==> src/rtl/pzcorebus_pkg.sv <==
// Shared types and helpers for the pzcorebus response arbiter.
// Holds the arbiter FSM state encoding and the round-robin pointer advance.
package pzcorebus_pkg;

  typedef enum logic {
    IDLE,
    LOCKED
  } pzcorebus_response_arbiter_state_e;

  function automatic int rr_next_index(input int index, input int n);
    return (index + 1 >= n) ? 0 : index + 1;
  endfunction

endpackage

==> src/rtl/pzcorebus_response_arbiter_rr.sv <==
// Rotating-priority one-hot grant: first set request at or above pointer, wrapping.
// Purely combinational; no backpressure of its own.
module pzcorebus_response_arbiter_rr #(
  parameter int N           = 2,
  parameter int INDEX_WIDTH = $clog2(N)
) (
  input  logic [N-1:0]           request,
  input  logic [INDEX_WIDTH-1:0] pointer,
  output logic [N-1:0]           grant
);

  logic                   found;
  int                     sum;
  logic [INDEX_WIDTH-1:0] idx;

  always_comb begin
    grant = '0;
    found = 1'b0;
    sum   = 0;
    idx   = '0;
    for (int i = 0; i < N; i++) begin
      sum = int'(pointer) + i;
      if (sum >= N) sum = sum - N;
      idx = INDEX_WIDTH'(sum);
      if (!found && request[idx]) begin
        grant[idx] = 1'b1;
        found      = 1'b1;
      end
    end
  end

endmodule

==> src/rtl/pzcorebus_response_arbiter.sv <==
// Merges N response streams round-robin per message; 1-cycle registered output, stalls all requesters while the output is held.
// Optional per-requester beat counters under PZCOREBUS_RESPONSE_ARBITER_STATS_EN.
module pzcorebus_response_arbiter
  import pzcorebus_pkg::*;
#(
  parameter int N           = 2,
  parameter int WIDTH       = 32,
  parameter int INDEX_WIDTH = $clog2(N)
) (
  input  logic                   i_clk,
  input  logic                   i_rst_n,
  input  logic [N-1:0]           i_valid,
  output logic [N-1:0]           o_ready,
  input  logic [N*WIDTH-1:0]     i_data,
  input  logic [N-1:0]           i_last,
  output logic                   o_valid,
  input  logic                   i_ready,
  output logic [WIDTH-1:0]       o_data,
  output logic                   o_last,
`ifdef PZCOREBUS_RESPONSE_ARBITER_STATS_EN
  input  logic                   i_stats_clear,
  output logic [N*16-1:0]        o_beat_count,
`endif
  output logic [INDEX_WIDTH-1:0] o_index
);

  pzcorebus_response_arbiter_state_e state_q, state_d;
  logic [INDEX_WIDTH-1:0] ptr_q, ptr_d;
  logic [INDEX_WIDTH-1:0] lock_q, lock_d;

  logic [N-1:0]           rr_grant;
  logic [N-1:0]           grant;
  logic [INDEX_WIDTH-1:0] rr_index;
  logic [INDEX_WIDTH-1:0] cur_index;
  logic                   load;
  logic                   xfer;
  logic [WIDTH-1:0]       req_data [N];

  for (genvar k = 0; k < N; k++) begin : g_unpack
    assign req_data[k] = i_data[k*WIDTH +: WIDTH];
  end

  pzcorebus_response_arbiter_rr #(
    .N           (N),
    .INDEX_WIDTH (INDEX_WIDTH)
  ) u_rr (
    .request (i_valid),
    .pointer (ptr_q),
    .grant   (rr_grant)
  );

  always_comb begin
    rr_index = '0;
    for (int k = 0; k < N; k++) begin
      if (rr_grant[k]) rr_index = INDEX_WIDTH'(k);
    end
  end

  // A locked message keeps its grant even while its requester is idle.
  always_comb begin
    grant     = '0;
    cur_index = rr_index;
    if (state_q == LOCKED) begin
      cur_index     = lock_q;
      grant[lock_q] = 1'b1;
    end else begin
      grant = rr_grant;
    end
  end

  assign load    = !o_valid || i_ready;
  assign o_ready = (load && i_rst_n) ? grant : '0;
  assign xfer    = |(i_valid & o_ready);

  always_comb begin
    state_d = state_q;
    ptr_d   = ptr_q;
    lock_d  = lock_q;
    case (state_q)
      IDLE: begin
        if (xfer) begin
          if (i_last[cur_index]) begin
            ptr_d = INDEX_WIDTH'(rr_next_index(int'(cur_index), N));
          end else begin
            state_d = LOCKED;
            lock_d  = cur_index;
          end
        end
      end
      LOCKED: begin
        if (xfer && i_last[lock_q]) begin
          state_d = IDLE;
          ptr_d   = INDEX_WIDTH'(rr_next_index(int'(lock_q), N));
        end
      end
      default: state_d = IDLE;
    endcase
  end

  always_ff @(posedge i_clk or negedge i_rst_n) begin
    if (!i_rst_n) begin
      state_q <= IDLE;
      ptr_q   <= '0;
      lock_q  <= '0;
    end else begin
      state_q <= state_d;
      ptr_q   <= ptr_d;
      lock_q  <= lock_d;
    end
  end

  always_ff @(posedge i_clk or negedge i_rst_n) begin
    if (!i_rst_n) begin
      o_valid <= 1'b0;
      o_data  <= '0;
      o_last  <= 1'b0;
      o_index <= '0;
    end else if (load) begin
      o_valid <= xfer;
      if (xfer) begin
        o_data  <= req_data[cur_index];
        o_last  <= i_last[cur_index];
        o_index <= cur_index;
      end
    end
  end

`ifdef PZCOREBUS_RESPONSE_ARBITER_STATS_EN
  for (genvar k = 0; k < N; k++) begin : g_stats
    always_ff @(posedge i_clk or negedge i_rst_n) begin
      if (!i_rst_n) begin
        o_beat_count[k*16 +: 16] <= '0;
      end else if (i_stats_clear) begin
        o_beat_count[k*16 +: 16] <= '0;
      end else if (i_valid[k] && o_ready[k]) begin
        o_beat_count[k*16 +: 16] <= o_beat_count[k*16 +: 16] + 16'd1;
      end
    end
  end
`endif

endmodule

==> config.mk <==
export PLATFORM = sky130hd
export DESIGN_NAME = pzcorebus_response_arbiter
export DESIGN_NICKNAME = d
export VERILOG_FILES = /design/src/rtl/pzcorebus_pkg.sv /design/src/rtl/pzcorebus_response_arbiter_rr.sv /design/src/rtl/pzcorebus_response_arbiter.sv
export SDC_FILE = /design/constraint.sdc
export NUM_CORES = 1
export LEC_CHECK = 0
export CELL_PAD_IN_SITES_DETAIL_PLACEMENT = 0
export CELL_PAD_IN_SITES_GLOBAL_PLACEMENT = 2
export CORE_ASPECT_RATIO = 0.75
export CORE_MARGIN = 5
export CORE_UTILIZATION = 22
export CTS_BUF_LIST = sky130_fd_sc_hd__clkbuf_8
export DETAILED_ROUTE_END_ITERATION = 16
export PLACE_DENSITY_LB_ADDON = 0.1
export SYNTH_ARGS = -nofsm -noshare
export SYNTH_HDL_FRONTEND = slang
export SYNTH_SLANG_ARGS = --single-unit
==> constraint.sdc <==
create_clock -name i_clk -period 1.8 [get_ports i_clk]
set_input_delay 0.36 -clock i_clk [delete_from_list [all_inputs] [get_ports i_clk]]
set_output_delay 0.36 -clock i_clk [all_outputs]
set_load 0.005 [all_outputs]
* Word level (Yosys, flattened, before mapping)
Cells that the tools add are included.
Cells by class: add/subtract/negate cells 5, order comparisons 12, eq/ne operators 3, muxes and demuxes 36, bitwise logic cells 5, reductions and logical operators 13
Operators with widths (count):
- two-way mux 32 bit | 3
- two-way mux 1 bit | 24
- >= comparator 2 bit (second input constant) | 4
- < comparator 1 x 2 -> 1 bit (second input constant) | 4
- two-way mux 2 bit | 4
- adder 1 x 1 -> 2 bit (second input constant) | 3
- logical AND 1 bit | 6
- AND reduction 3 bit | 2
- inequality test 2 bit (second input constant) | 2
- case mux 1 bit (2 select lines) | 2
- demux 1 bit (select 1 bit) | 3
- >= comparator 1 bit (second input constant) | 3
- bitwise AND 2 bit | 1
- >= comparator 1 x 2 -> 1 bit (second input constant) | 1
- logical NOT 1 bit | 2
- inequality test 2 x 1 -> 1 bit (second input constant) | 1
- inverter 1 bit | 2
- inverter 1 -> 2 bit | 1
- bitwise OR 2 bit | 1
- AND reduction 2 bit | 1
- OR reduction 2 bit | 1
- subtractor 1 bit (second input constant) | 2
- logical OR 1 bit | 1
Storage, ports and cells: bits in registers 38, output and inout bits 37, word-level logic and storage cells 81

* Depth between registers and ports, before layout
depth after elaboration 17, gate-level depth with buffers 6, gate-level depth less buffers 4

* Hierarchy
A second synthesis with hierarchy kept.
Second synthesis, totals: cells, all modules 182, area, all modules 1921.8 um^2
Modules (own cells, without submodules):
- pzcorebus_response_arbiter | instances 1, cells an instance 179, area an instance 1903.1 um^2
- pzcorebus_response_arbiter_rr | instances 1, cells an instance 3, area an instance 18.8 um^2

* Worst setup path before layout
Ideal clock, no wire load.
path kind register to register, start point reg lock_q, end point reg o_last, setup time 0.127 ns, arrival 1.376 ns, data required time 1.673 ns, setup slack 0.297 ns, stages on the path, launching flop included 5, buffers on the path 1, clock period less this slack 1.503 ns, cells stage by stage dfrtp_1 > or3b_1 > o2111ai_2 > buf_6 > mux2_1
On the way: word-level cells in the longest chain between the ends 9, elaborated cells on any way between the ends 13
Ends and longest elaborated chain:
- from (decl) | line pzcorebus_response_arbiter.sv:29 | logic [INDEX_WIDTH-1:0] lock_q, lock_d;
- from (signal assigned) | line pzcorebus_response_arbiter.sv:108 | lock_q <= lock_d;
- < comparator 1 x 2 -> 1 bit (not written as such) / >= comparator 1 bit (equally long branches) | line pzcorebus_response_arbiter.sv:65 | grant[lock_q] = 1'b1;
- logical AND 1 bit (not written as such) | line pzcorebus_response_arbiter.sv:65
- two-way mux 1 bit (not written as such) | line pzcorebus_response_arbiter.sv:65
- demux 1 bit (select 1 bit) | line pzcorebus_response_arbiter.sv:65
- two-way mux 2 bit | line pzcorebus_response_arbiter.sv:63 | if (state_q == LOCKED) begin
- two-way mux 2 bit | line pzcorebus_response_arbiter.sv:72 | assign o_ready = (load && i_rst_n) ? grant : '0;
- bitwise AND 2 bit | line pzcorebus_response_arbiter.sv:73 | assign xfer = |(i_valid & o_ready);
- OR reduction 2 bit | line pzcorebus_response_arbiter.sv:73
- AND reduction 2 bit (no source line)
- to (signal assigned) | line pzcorebus_response_arbiter.sv:122 | o_last <= i_last[cur_index];
- to (decl) | line pzcorebus_response_arbiter.sv:19 | output logic o_last,
Several ways; a longest one is shown, not always the timed one. The select of a mux whose other input is x is not followed. A chain may end at the register's enable or synchronous reset.

* Final worst setup path
start point in i_ready, end point out o_ready[1]
On the way: word-level cells in the longest chain between the ends 3
Ends and longest elaborated chain:
- from (decl) | line pzcorebus_response_arbiter.sv:17 | input logic i_ready,
- logical OR 1 bit | line pzcorebus_response_arbiter.sv:71 | assign load = !o_valid || i_ready;
- logical AND 1 bit | line pzcorebus_response_arbiter.sv:72
- two-way mux 2 bit | line pzcorebus_response_arbiter.sv:72
- to (decl) | line pzcorebus_response_arbiter.sv:13 | output logic [N-1:0] o_ready,
Every way passes these cells.

==> key figures <==
Layout
  • Nets: 361
  • Layout fillers: 828
  • Area grow syn2layout: 74.5%
  • Most common cell after layout, fill and taps aside: clkdlybuf4s50_1
  • Most frequent cells in the layout: 102 x clkdlybuf4s50_1, 38 x dfrtp_1, 37 x nand2_1
  • Layout cells sized above 1: 9.66%
  • Antenna Diode Count: 0
  • Post-route cell area: 3190 um^2

CTS
  • H-tree depth: 2
  • Clk buf depth: 2
  • Post-CTS setup buffer count: 0
  • Inserted Clock Buffers: 5
  • CTS root buffer: clkbuf_8
  • CTS tree: yes
  • CTS Sinks: 38
  • Clock-pin slew on the worst setup and hold paths: 0.07 ns
  • Worst skew pair latency: 0.28 ns

Detailed routing
  • Vias per inst: 4.03
  • Total wire length: 5310 um
  • Drt pass-1 iters: 4
  • 1st-iter DRT viols: 12
  • Routed WL per cell: 13.4 um
  • # DRC: 0
  • Final ANT Viol Nets: 0
  • Vias post-DR: 1593

Timing
  • Worst-margin pin slew: 0.429 ns
  • FMAX: 581 MHz
  • Unrepaired setup endpoints after global routing: false
  • Min Tclk post-route: 1.72 ns
  • Setup-failing EPs final: 0
  • Slew headroom: 71.4%
  • Worst clock skew: 0.00299 ns
  • Final hold violations: 0
  • Final slew viol count: 0
  • Period Utilization, post-route: 95.7%
  • Hold_ws: 0.0983 ns

Power and ir drop
  • Total power: 3.53 mW
  • P_leak: 1.33 nW
  • Peak supply drop: 0.000439 V
  • Pwr dens: 1110 nW/um^2

Critical path
  • Delay of the slowest critical-path stage: 0.44 ns
  • CP top delay family: buffers and inverters
  • WP buf/inv: 2
  • Worst Path Required: 1.44 ns
  • CP arrival: 1.36 ns
  • Kind of critical path: in2out
  • Crit path capture type: output port
  • Critical Path Fanout Max: 2
  • Crit-path cells: clkdlybuf4s50_1 -> nand2b_1 -> nand2_2 -> nor2b_4 -> clkdlybuf4s15_1
  • Crit-path slowest cell: clkdlybuf4s50_1
  • Startpoint Class: input pin

Global route
  • Total grt overflow: 0
  • Initial antenna violation count: 0
  • Largest net degree at the start of global routing: 36
  • Wire length of the first global-routing pass: 8280 um
  • Vias in the first global route: 1685
  • GRT Total Usage: 10.3%

Synth
  • Number of synthesized flops with an enable pin: 0
  • Sequential area share after synthesis: 52.1%
  • Synthesized Nets: 246
  • Synth Register Bits: 38
  • Yosys top cell by area: dfrtp_1
  • Syn_area_per_cell: 10.4 um^2
  • Synth unique cells: 24
  • Cell area after synthesis: 1830 um^2
  • Top cell type's share of synthesized area: 52.1%
  • Main synth FF type: dfrtp_1
  • Largest cells by area after synthesis: dfrtp_1 52%, mux2i_1 18%, nand2_1 7.8%, o21ai_0 6.8%, o21ai_1 2.7%
  • Syn. warnings: 0
  • Cells after synthesis: 175
  • Async set-reset flop share out of synthesis: 100%

Floorplan
  • Initial Util: 22.9%
  • Chip Height: 88.9 um
  • Row count: 28
  • Die Area: 10200 um^2
  • Core box area: 7990 um^2
  • IO Pins: 108
  • Die W: 115 um

Place
  • Post-detail-place hpwl: 4230 um
  • Port Buf Inserts: 107
  • Routability cong.: 0.688
  • Placed Instance Area: 3090 um^2

Min path
  • Tightest Hold Check Type: in2async

Flow run
  • Max-cap viol count: 0

Run status
  • Status: completed
sequential cells by signal, summed over array words and instances (netlist names):
name,flops
o_data,32
lock_q,1
o_index,1
o_last,1
o_valid,1
ptr_q,1
state_q,1
routing by layer:
metal  wire length (um)  track usage (%)  up-vias
met3                419             4.13        4
met1               2390             13.1      703
met2               2450             16.3       55
met4                 56             3.20        0
li1                   -                -      831
met5                  0                0        -
cell families after synthesis:
group                  share of synthesized area (%)
AND/OR/NAND/NOR                                 10.6
AO/OA/AOI/OAI                                   13.7
flip-flops                                      52.1
multiplexers                                    19.3
buffers and inverters                           4.32
report_power, final:
group | switching, mW | leakage (nW) | total, mW | internal, mW
clock network | 0.271 | 0.0466 | 0.526 | 0.255
registers | 0.172 | 0.471 | 1.35 | 1.17
logic | 0.625 | 0.816 | 1.66 | 1.03
area by class of cell:
type	instances	area, um^2	area share (%)
clock inverter	2	7.51	0.236
clock buffer	5	68.8	2.16
tap	105	131	4.12
inverter	2	7.51	0.236
timing repair buffer	119	1180	37.1
multi-input combinational	124	840	26.3
sequential	38	951	29.8
what timing repair did:
item / CTS / global route
endpoints found under the setup margin: 36 / 2
gates resized for setup: 9 / 5
hold buffers: 0 / 0
path summary, 6_finish.rpt:
path	from	depth (start not counted)	slack, ns	end
worst max-delay path	i_ready	5	0.08	o_ready[1]
worst max register to register	state_q	5	0.13	o_last
worst min register to register	o_data[18]	2	0.48	o_data[18]
min in group i_clk	o_data[18]	2	0.48	o_data[18]
max in group asynchronous	i_rst_n	3	1.14	o_data[3]
worst min-delay path	i_rst_n	2	0.1	o_valid
cells in the mapped netlist (2+ instances only):
| cell | number |
|---|---|
| nand2_1 | 38 |
| inv_1 | 2 |
| buf_4 | 4 |
| o21ai_0 | 25 |
| buf_2 | 4 |
| o21ai_1 | 10 |
| nand2b_1 | 2 |
| nor2b_1 | 2 |
| clkbuf_2 | 2 |
| nor2_1 | 3 |
| dfrtp_1 | 38 |
| mux2i_1 | 33 |
per-stage QoR:
stage,cells,setup TNS (ns),util [%],setup WS (ns)
2_1_floorplan,175,0,-,0.297
3_3_place_gp,388,-13.92,38.7,-0.475
3_5_place_dp,388,-13.83,38.7,-0.479
4_1_cts,395,0,39.8,0.0191
5_1_grt,395,0,39.9,0.0253
6_report,395,0,39.9,0.0780
No activity file was read; power rests on OpenSTA's default activity.
